===== src/rtl/popcount_pkg.sv =====
// Shared defaults and width helper for the popcount accumulator.
package popcount_pkg;

    localparam int DEFAULT_IN_W  = 8;
    localparam int DEFAULT_ACC_W = 16;

    // Bits needed to hold a count of 0..in_w without truncation.
    function automatic int count_width(input int in_w);
        return $clog2(in_w + 1);
    endfunction

endpackage


===== src/rtl/popcount_comb.sv =====
// Combinational ones-counter: number of set bits in data.
module popcount_comb
    import popcount_pkg::*;
#(
    parameter int IN_W = DEFAULT_IN_W,
    localparam int CW  = count_width(IN_W)
) (
    input  logic [IN_W-1:0] data,
    output logic [CW-1:0]   count
);

    always_comb begin
        count = '0;
        for (int i = 0; i < IN_W; i++) begin
            count = count + CW'(data[i]);
        end
    end

endmodule


===== src/rtl/popcount_acc.sv =====
// Two-stage popcount pipeline with a saturating running sum of emitted counts.
module popcount_acc
    import popcount_pkg::*;
#(
    parameter int IN_W  = DEFAULT_IN_W,
    parameter int ACC_W = DEFAULT_ACC_W,
    localparam int CW   = count_width(IN_W)
) (
    input  logic             clk,
    input  logic             rst_n,
    input  logic             in_valid,
    input  logic [IN_W-1:0]  in,
    input  logic             clr,
    output logic             out_valid,
    output logic [CW-1:0]    out,
    output logic [ACC_W-1:0] acc,
    output logic             sat
);

    localparam logic [ACC_W:0] ACC_MAX = {1'b0, {ACC_W{1'b1}}};

    logic             s1_valid_reg;
    logic [IN_W-1:0]  s1_data_reg;
    logic [CW-1:0]    s1_count;
    logic             out_valid_reg;
    logic [CW-1:0]    out_reg;
    logic [ACC_W-1:0] acc_reg;
    logic             sat_reg;

    logic [ACC_W-1:0] acc_base;
    logic             sat_base;
    logic [ACC_W:0]   acc_sum;
    logic [ACC_W-1:0] acc_next;
    logic             sat_next;

    popcount_comb #(.IN_W(IN_W)) u_count (
        .data  (s1_data_reg),
        .count (s1_count)
    );

    // clr wipes the old total first, so a same-edge emission lands on zero.
    always_comb begin
        acc_base = clr ? '0 : acc_reg;
        sat_base = clr ? 1'b0 : sat_reg;
        acc_sum  = {1'b0, acc_base} + {{(ACC_W + 1 - CW){1'b0}}, s1_count};
        acc_next = acc_base;
        sat_next = sat_base;
        if (s1_valid_reg) begin
            if (acc_sum >= ACC_MAX) begin
                acc_next = '1;
                sat_next = 1'b1;
            end else begin
                acc_next = acc_sum[ACC_W-1:0];
            end
        end
    end

    always_ff @(posedge clk or negedge rst_n) begin
        if (!rst_n) begin
            s1_valid_reg  <= 1'b0;
            s1_data_reg   <= '0;
            out_valid_reg <= 1'b0;
            out_reg       <= '0;
            acc_reg       <= '0;
            sat_reg       <= 1'b0;
        end else begin
            s1_valid_reg  <= in_valid;
            s1_data_reg   <= in;
            out_valid_reg <= s1_valid_reg;
            // Bubbles leave the last count visible.
            if (s1_valid_reg) begin
                out_reg <= s1_count;
            end
            acc_reg <= acc_next;
            sat_reg <= sat_next;
        end
    end

    assign out_valid = out_valid_reg;
    assign out       = out_reg;
    assign acc       = acc_reg;
    assign sat       = sat_reg;

endmodule


===== config.mk =====
export PLATFORM = sky130hd
export DESIGN_NAME = popcount_acc
export DESIGN_NICKNAME = d
export VERILOG_FILES = /design/src/rtl/popcount_pkg.sv /design/src/rtl/popcount_comb.sv /design/src/rtl/popcount_acc.sv
export SDC_FILE = /design/constraint.sdc
export NUM_CORES = 1
export LEC_CHECK = 0
export ABC_AREA = 1
export BUFFER_PORTS_ARGS = -buffer_cell sky130_fd_sc_hd__buf_2
export CAP_MARGIN = 20
export CORE_ASPECT_RATIO = 0.9
export CORE_UTILIZATION = 30
export CTS_BUF_LIST = sky130_fd_sc_hd__clkbuf_16
export DETAILED_ROUTE_END_ITERATION = 16
export PLACE_DENSITY = 0.55
export SYNTH_ARGS = -nofsm -noshare
export SYNTH_HDL_FRONTEND = slang
export SYNTH_HIERARCHICAL = 1
export SYNTH_SLANG_ARGS = --single-unit
export TNS_END_PERCENT = 1

===== constraint.sdc =====
create_clock -name clk -period 8.4 [get_ports clk]
set_input_delay 0.42 -clock clk [delete_from_list [all_inputs] [get_ports clk]]
set_output_delay 0.42 -clock clk [all_outputs]
set_load 0.01 [all_outputs]

==> results.py, run 1 <==
metrics = {
    "setup_path": {
        "path_max_fanout": 13,
        "startpoint": "s1_data_reg[0]",
        "worstSetupEndpointType": "flip-flop",
        "r2r_slack_ns": 3.70,
        "crit_arrival_ns": 4.90,
        "critPathRequiredTime_ns": 8.60,
        "rr_startpoint": "s1_data_reg[0]",
        "startpoint_type": "flip-flop",
        "criticalPathCategory": "reg -> reg",
        "ff2ff_path_depth": 24,
        "worstReg2RegEnd": "acc[0]",
    },
    "routing": {
        "drtPass1Iterations": 4,
        "wl_per_cell_microns": 11.6,
        "drt_iter0_markers": 81,
        "final_antenna_net_count": 0,
        "vias_per_cell": 4.33,
        "drcViolationCount": 0,
        "finalWirelength_microns": 4860,
        "vias": 1817,
    },
    "layout": {
        "stdcell_count": 420,
        "layout-drive-gt1-share_pct": 21.2,
        "fin_nets": 353,
        "largest_reg_flops": 16,
        "syn2layout_area_growth_pct": 19.2,
        "antenna-diode-count": 0,
    },
    "synthesis": {
        "ys_seq_elements": 31,
        "synth_ff_type": "dfrtp_1",
        "yosysUniqueCellTypes": 27,
        "synth_nets": 320,
        "syn_area_sq_um": 2130,
        "synth_edf_count": 0,
        "yosysWarnings": 6,
        "synth_top_area_share_pct": 36.4,
        "yosysTopAreaCell": "dfrtp_1",
        "yosysSeqAreaShare_pct": 36.4,
        "async_flop_share_pct": 100,
        "synthTopCellsByArea": "dfrtp_1, nand2_1, inv_1",
        "syn_inst": 296,
        "syn_area_per_cell_sq_um": 7.19,
    },
    "global_routing": {
        "overflow": 0,
        "grt_max_degree": 32,
        "grt_pass1_vias": 1785,
        "grt_pass1_wl_microns": 8400,
        "grt_antenna_before_repair": 0,
        "grt_use_met3_pct": 2.50,
        "grt_use_total_pct": 14.6,
        "grt-busiest-layer": "met2",
        "use_met1_pct": 21.0,
        "grt_use_met2_pct": 22.3,
    },
    "timing": {
        "rsz0062_at_grt": "false",
        "slew_viol_final": 0,
        "finalSetupViolations": 0,
        "period_share_pct": 56.0,
        "fin_skew_ns": 0.00545,
        "hold_viol": 0,
        "relSlewSlack_pct": 38.5,
        "worstMarginPinSlew_ns": 0.923,
        "period_minus_slack_ns": 4.70,
        "fmax_ghz": 0.213,
        "setup_tns_ns": 0,
    },
    "clock_network": {
        "cts_made_buffers": 5,
        "postCtsSetupRepairBufs": 0,
        "cts_tree": "built",
        "cts_sinks": 31,
        "ctsResizeCount": 0,
        "clock_path_buffers": 2,
        "postCtsHoldBufs": 0,
        "clk_latency_ns": 0.27,
        "h-tree-depth": 2,
        "clock-root-buffer": "clkbuf_16",
        "clk_pin_slew_worst_paths_ns": 0.05,
    },
    "place": {
        "portBuffers": 33,
        "place.gp.congestion": 0.807,
        "post-place-cells": 412,
        "place_hpwl_microns": 3670,
    },
    "pwr": {
        "ir_drop_mv": 0.105,
        "power_density_nw_per_um2": 227,
        "cellLeakagePower_uw": 0.00147,
    },
    "floorplan": {
        "start_util_pct": 31.7,
        "die-area_sq_um": 7440,
        "die_height_microns": 81.9,
        "die_w_microns": 90.8,
        "rows": 28,
        "coreArea_sq_um": 6730,
        "io_pins": 34,
    },
    "run": {
        "cap_violations": 0,
    },
    "outcome": {
        "status": "completed",
    },
    "worst_hold_path": {
        "hp-class": "in -> async",
    },
}
-- synthesized netlist by cell type, types with 2 or more instances --
master     n
nand2_1   93
a31oi_1    2
buf_6      2
ha_1       7
nor2_2     8
clkbuf_1   2
inv_1     56
nand2_4    2
dfrtp_1   31
nand3_2    3
nor2_4     2
nor2_1    16
nand3_1   28
fa_1       5
o21ai_0   12
a21oi_1    3
nand4_1    3
nand2_2   12
-- cells by family (layout without fill, tap and decap cells) --
kind of cell | after synthesis | count (layout) | share of synthesized area, %
buf+inv | 65 | 99 | 13.2
simple gates | 171 | 171 | 37.4
fa+ha+maj | 12 | 12 | 8.81
compound gates | 17 | 17 | 4.11
flops | 31 | 31 | 36.4
-- power breakdown --
group	total, uW	internal (uW)	switching, uW
Sequential	183	169	14.1
Combinational	162	61.0	101
Clock	232	169	63.2
-- stage by stage --
step	total power (uW)	hold WS (ns)	setup WS [ns]	util [%]	area, sq um
CTS	586	0.225	3.67	37.7	2540
floorplan	297	0.124	4.04	-	2130
global placement	345	0.456	3.83	34.9	2350
finish	577	0.196	3.70	37.7	2540
detailed placement	348	0.458	3.68	34.9	2350
global route	620	0.241	3.31	37.7	2540
-- cell usage in the layout (no fill, tap or decap) --
| master | netlist | layout |
|---|---|---|
| nand3_1 | 28 | 28 |
| o21ai_0 | 12 | 12 |
| bufinv_16 | 0 | 2 |
| clkbuf_16 | 0 | 5 |
| or2_1 | 1 | 1 |
| nor3_2 | 1 | 1 |
| nand3_2 | 3 | 3 |
| nand4_1 | 3 | 3 |
| nand2_1 | 93 | 93 |
| a31oi_1 | 2 | 2 |
| nor2_2 | 8 | 8 |
| nor3_1 | 1 | 1 |
| inv_6 | 1 | 1 |
| nand2_4 | 2 | 2 |
| nor2_4 | 2 | 2 |
| fa_1 | 5 | 5 |
| a21oi_1 | 3 | 3 |
| ha_1 | 7 | 7 |
| nor2_1 | 16 | 16 |
| nand2_2 | 12 | 12 |
| nand3b_1 | 1 | 1 |
| inv_1 | 56 | 57 |
| buf_2 | 1 | 33 |
| inv_2 | 1 | 1 |
| dfrtp_1 | 31 | 31 |
-- layer usage --
layer	vias up	wire [microns]
met1	810	2660
met2	32	2000
met4	0	42
met5	-	0
met3	2	155
li1	973	-
-- worst max-delay path by stage --
stage / endpoint / slack, ns / cells past startpoint
floorplan: acc[3] / 4.04 / 25
global placement: acc[13] / 3.83 / 24
detailed placement: sat / 3.68 / 24
CTS: acc[0] / 3.67 / 24
global route: acc[0] / 3.31 / 24
finish: acc[0] / 3.70 / 24
-- area by class of cell --
| cell class | instances | area [sq um] |
|---|---|---|
| Fill cell | 723 | 4190 |
| Multi-Input combinational cell | 200 | 1070 |
| Timing Repair Buffer | 33 | 165 |
| Sequential cell | 31 | 776 |
| Tap cell | 90 | 113 |
| Inverter | 58 | 223 |
| Clock inverter | 3 | 63.8 |
| Clock buffer | 5 | 125 |
-- critical path, stage by stage, from the launching register on --
cell and delay (ns):
dfrtp_1 0.32, inv_1 0.05, fa_1 0.55, fa_1 0.44, fa_1 0.50, inv_1 0.04
ha_1 0.18, inv_1 0.07, fa_1 0.41, inv_1 0.09, inv_1 0.07, fa_1 0.43
inv_1 0.08, nand3_1 0.08, nand2_1 0.23, nand2_1 0.14, nor2_2 0.17, nand2_1 0.06
nand2_1 0.07, nand2_2 0.06, nor2_2 0.11, nand3_2 0.11, nand2_2 0.10, nand2_4 0.15
nand2_1 0.13
Note: power is estimated with default switching activity, not from simulation.
==> run 2: changes to the inputs <==
PLACE_DENSITY = 0.56   (was 0.55)
clock period = 4.15 ns   (was 8.4 ns; I/O delays follow)
==> run 2 against run 1 <==
  * The run now ends with setup timing left
  * Clock power grew 59%
  * Die area unchanged
  * Combinational power rose to 2.7 times the previous value
  * Via count is 5.6% higher
  * Worst setup slack lost 3.9 ns
  * Non-clock buffer count is 15 higher
  * Worst hold slack worse by 0.17 ns
  * Cell area is 9.8% higher
  * Count of clock-buffer cells in the layout stayed put
  * Critical path depth is the same
  * Sequential cell count unchanged
  * Core utilization grew 3.7 points
  * Critical path type unchanged
==> results.py, run 2 (synthesis results as in run 1) <==
metrics = {
    "outcome": {
        "status": "finished with violations",
        "violations": "setup timing",
    },
    "layout": {
        "largest_reg_flops": 16,
        "final_common_cell": "nand2_1",
        "syn2layout_area_growth_pct": 30.8,
        "fillCellCount": 701,
        "layout-drive-gt1-share_pct": 33.8,
        "layout_common_cells": "nand2_1, inv_1, buf_2",
        "fin_nets": 369,
        "antenna-diode-count": 0,
    },
    "floorplan": {
        "die_height_microns": 81.9,
        "rows": 28,
        "coreArea_sq_um": 6730,
        "die_w_microns": 90.8,
        "die-area_sq_um": 7440,
        "start_util_pct": 31.7,
        "io_pins": 34,
    },
    "setup_path": {
        "criticalPathCategory": "reg -> reg",
        "worstSetupEndpointType": "flip-flop",
        "critPathRequiredTime_ns": 4.37,
        "startpoint_type": "flip-flop",
        "worstReg2RegEnd": "acc[4]",
        "r2r_slack_ns": -0.23,
        "rr_startpoint": "s1_data_reg[0]",
        "path_max_fanout": 6,
        "crit_arrival_ns": 4.60,
        "ff2ff_path_depth": 24,
    },
    "routing": {
        "wl_per_cell_microns": 11.7,
        "vias": 1918,
        "drt_iter0_markers": 136,
        "drcViolationCount": 0,
        "drtPass1Iterations": 4,
        "final_antenna_net_count": 0,
        "finalWirelength_microns": 5100,
        "vias_per_cell": 4.40,
    },
    "timing": {
        "rsz0062_at_grt": "true",
        "holdWs_ns": 0.0305,
        "hold_viol": 0,
        "fmax_ghz": 0.228,
        "layout_setup_ws_ns": -0.233,
        "slew_viol_final": 0,
        "setup_tns_ns": -3.40,
        "fin_skew_ns": 0.00473,
        "worstMarginPinSlew_ns": 1.10,
        "period_minus_slack_ns": 4.38,
        "relSlewSlack_pct": 26.6,
        "finalSetupViolations": 16,
        "period_share_pct": 106,
    },
    "global_routing": {
        "grt_use_total_pct": 15.1,
        "overflow": 0,
        "grt_max_degree": 32,
        "grt_pass1_vias": 1862,
        "grt_antenna_before_repair": 0,
        "grt_pass1_wl_microns": 8830,
    },
    "place": {
        "portBuffers": 33,
        "place.gp.congestion": 0.802,
        "place_hpwl_microns": 3700,
    },
    "run": {
        "cap_violations": 0,
    },
    "worst_hold_path": {
        "holdPathStages": 1,
        "hp-class": "in -> reg",
        "hold_end": "s1_data_reg[5]",
        "hp-start": "in[5]",
    },
    "clock_network": {
        "clk_pin_slew_worst_paths_ns": 0.06,
        "clk_latency_ns": 0.28,
        "clock-root-buffer": "clkbuf_16",
        "cts_sinks": 31,
        "postCtsSetupRepairBufs": 0,
        "clock_path_buffers": 2,
        "h-tree-depth": 2,
        "cts_made_buffers": 5,
        "cts_tree": "built",
    },
    "pwr": {
        "power_density_nw_per_um2": 424,
        "ir_drop_mv": 0.217,
        "cellLeakagePower_uw": 0.00153,
    },
}
-- run 2: cell count changes in the layout (fill, tap and decap cells not counted), moves of 4 or more --
cell,before,now
inv_2,1,7
buf_4,0,13
nand3_1,28,23
inv_1,57,50
nand3_2,3,7
nand2_2,12,20
nand2_1,93,82
-- run 2: worst max-delay path, stage by stage, from the launching register on --
cell and delay (ns):
dfrtp_1 0.32, inv_1 0.05, fa_1 0.49, fa_1 0.54, fa_1 0.40, inv_1 0.07, ha_2 0.18, inv_2 0.04
fa_2 0.56, inv_2 0.04, buf_4 0.13, ha_4 0.15, a21oi_1 0.19, nand2_1 0.08, nand2_1 0.11, nand2_2 0.11
nand2_1 0.08, nand2_1 0.04, nand2_1 0.07, nand2_1 0.07, nor2_2 0.12, nand3_2 0.12, nand2_4 0.15, nand2_8 0.10
nand2_2 0.11
-- run 2: power breakdown --
part / internal, uW / switching [uW] / total, uW
clock network: 224 / 144 / 368
registers: 342 / 30.4 / 372
logic: 188 / 253 / 441
total: 754 / 428 / 1180
-- run 2: per-stage QoR --
step	instance area, sq um	power [uW]	instances	setup slack [ns]	utilization, %
global placement	2470	742	426	-0.218	36.7
floorplan	2150	608	296	0.0153	-
detailed placement	2470	746	426	-0.225	36.7
global route	2790	1270	436	-0.437	41.4
CTS	2680	1140	436	-0.145	39.9
finish	2790	1180	436	-0.233	41.4
-- run 2: layer usage --
layer | wire [microns] | track usage, % | part of all wire, % | up-vias
met5 | 0 | 0 | 0 | -
met2 | 2250 | 24.2 | 44 | 37
met4 | 99 | 5.87 | 1.9 | 0
met1 | 2530 | 20.4 | 50 | 869
met3 | 217 | 2.87 | 4.3 | 10
li1 | - | - | - | 1002
-- run 2: cell type report --
class	instances	area, sq um	area share (%)
clock buffers	5	125	4.49
clock inverters	3	23.8	0.853
well taps	90	113	4.04
multi-input cells	201	1240	44.6
repair buffers	48	284	10.2
flip-flops and latches	31	776	27.8
inverters	58	223	7.99
-- run 2: timing repair --
item                                    CTS  global route
gates resized for setup                   7            28
pin swaps                                 2            19
hold endpoints to repair                  2             0
cloned                                    1             0
hold buffers                              1             0
endpoints found under the setup margin   16            17
-- run 2: how the worst max path moves through the flow --
stage	cells after the start	end	start
6_report	24	acc[4]	s1_data_reg[0]
5_1_grt	24	acc[4]	s1_data_reg[0]
4_1_cts	25	acc[5]	s1_data_reg[3]
3_5_place_dp	23	sat	s1_data_reg[3]
3_3_place_gp	23	acc[11]	s1_data_reg[1]
2_1_floorplan	24	acc[3]	s1_data_reg[3]
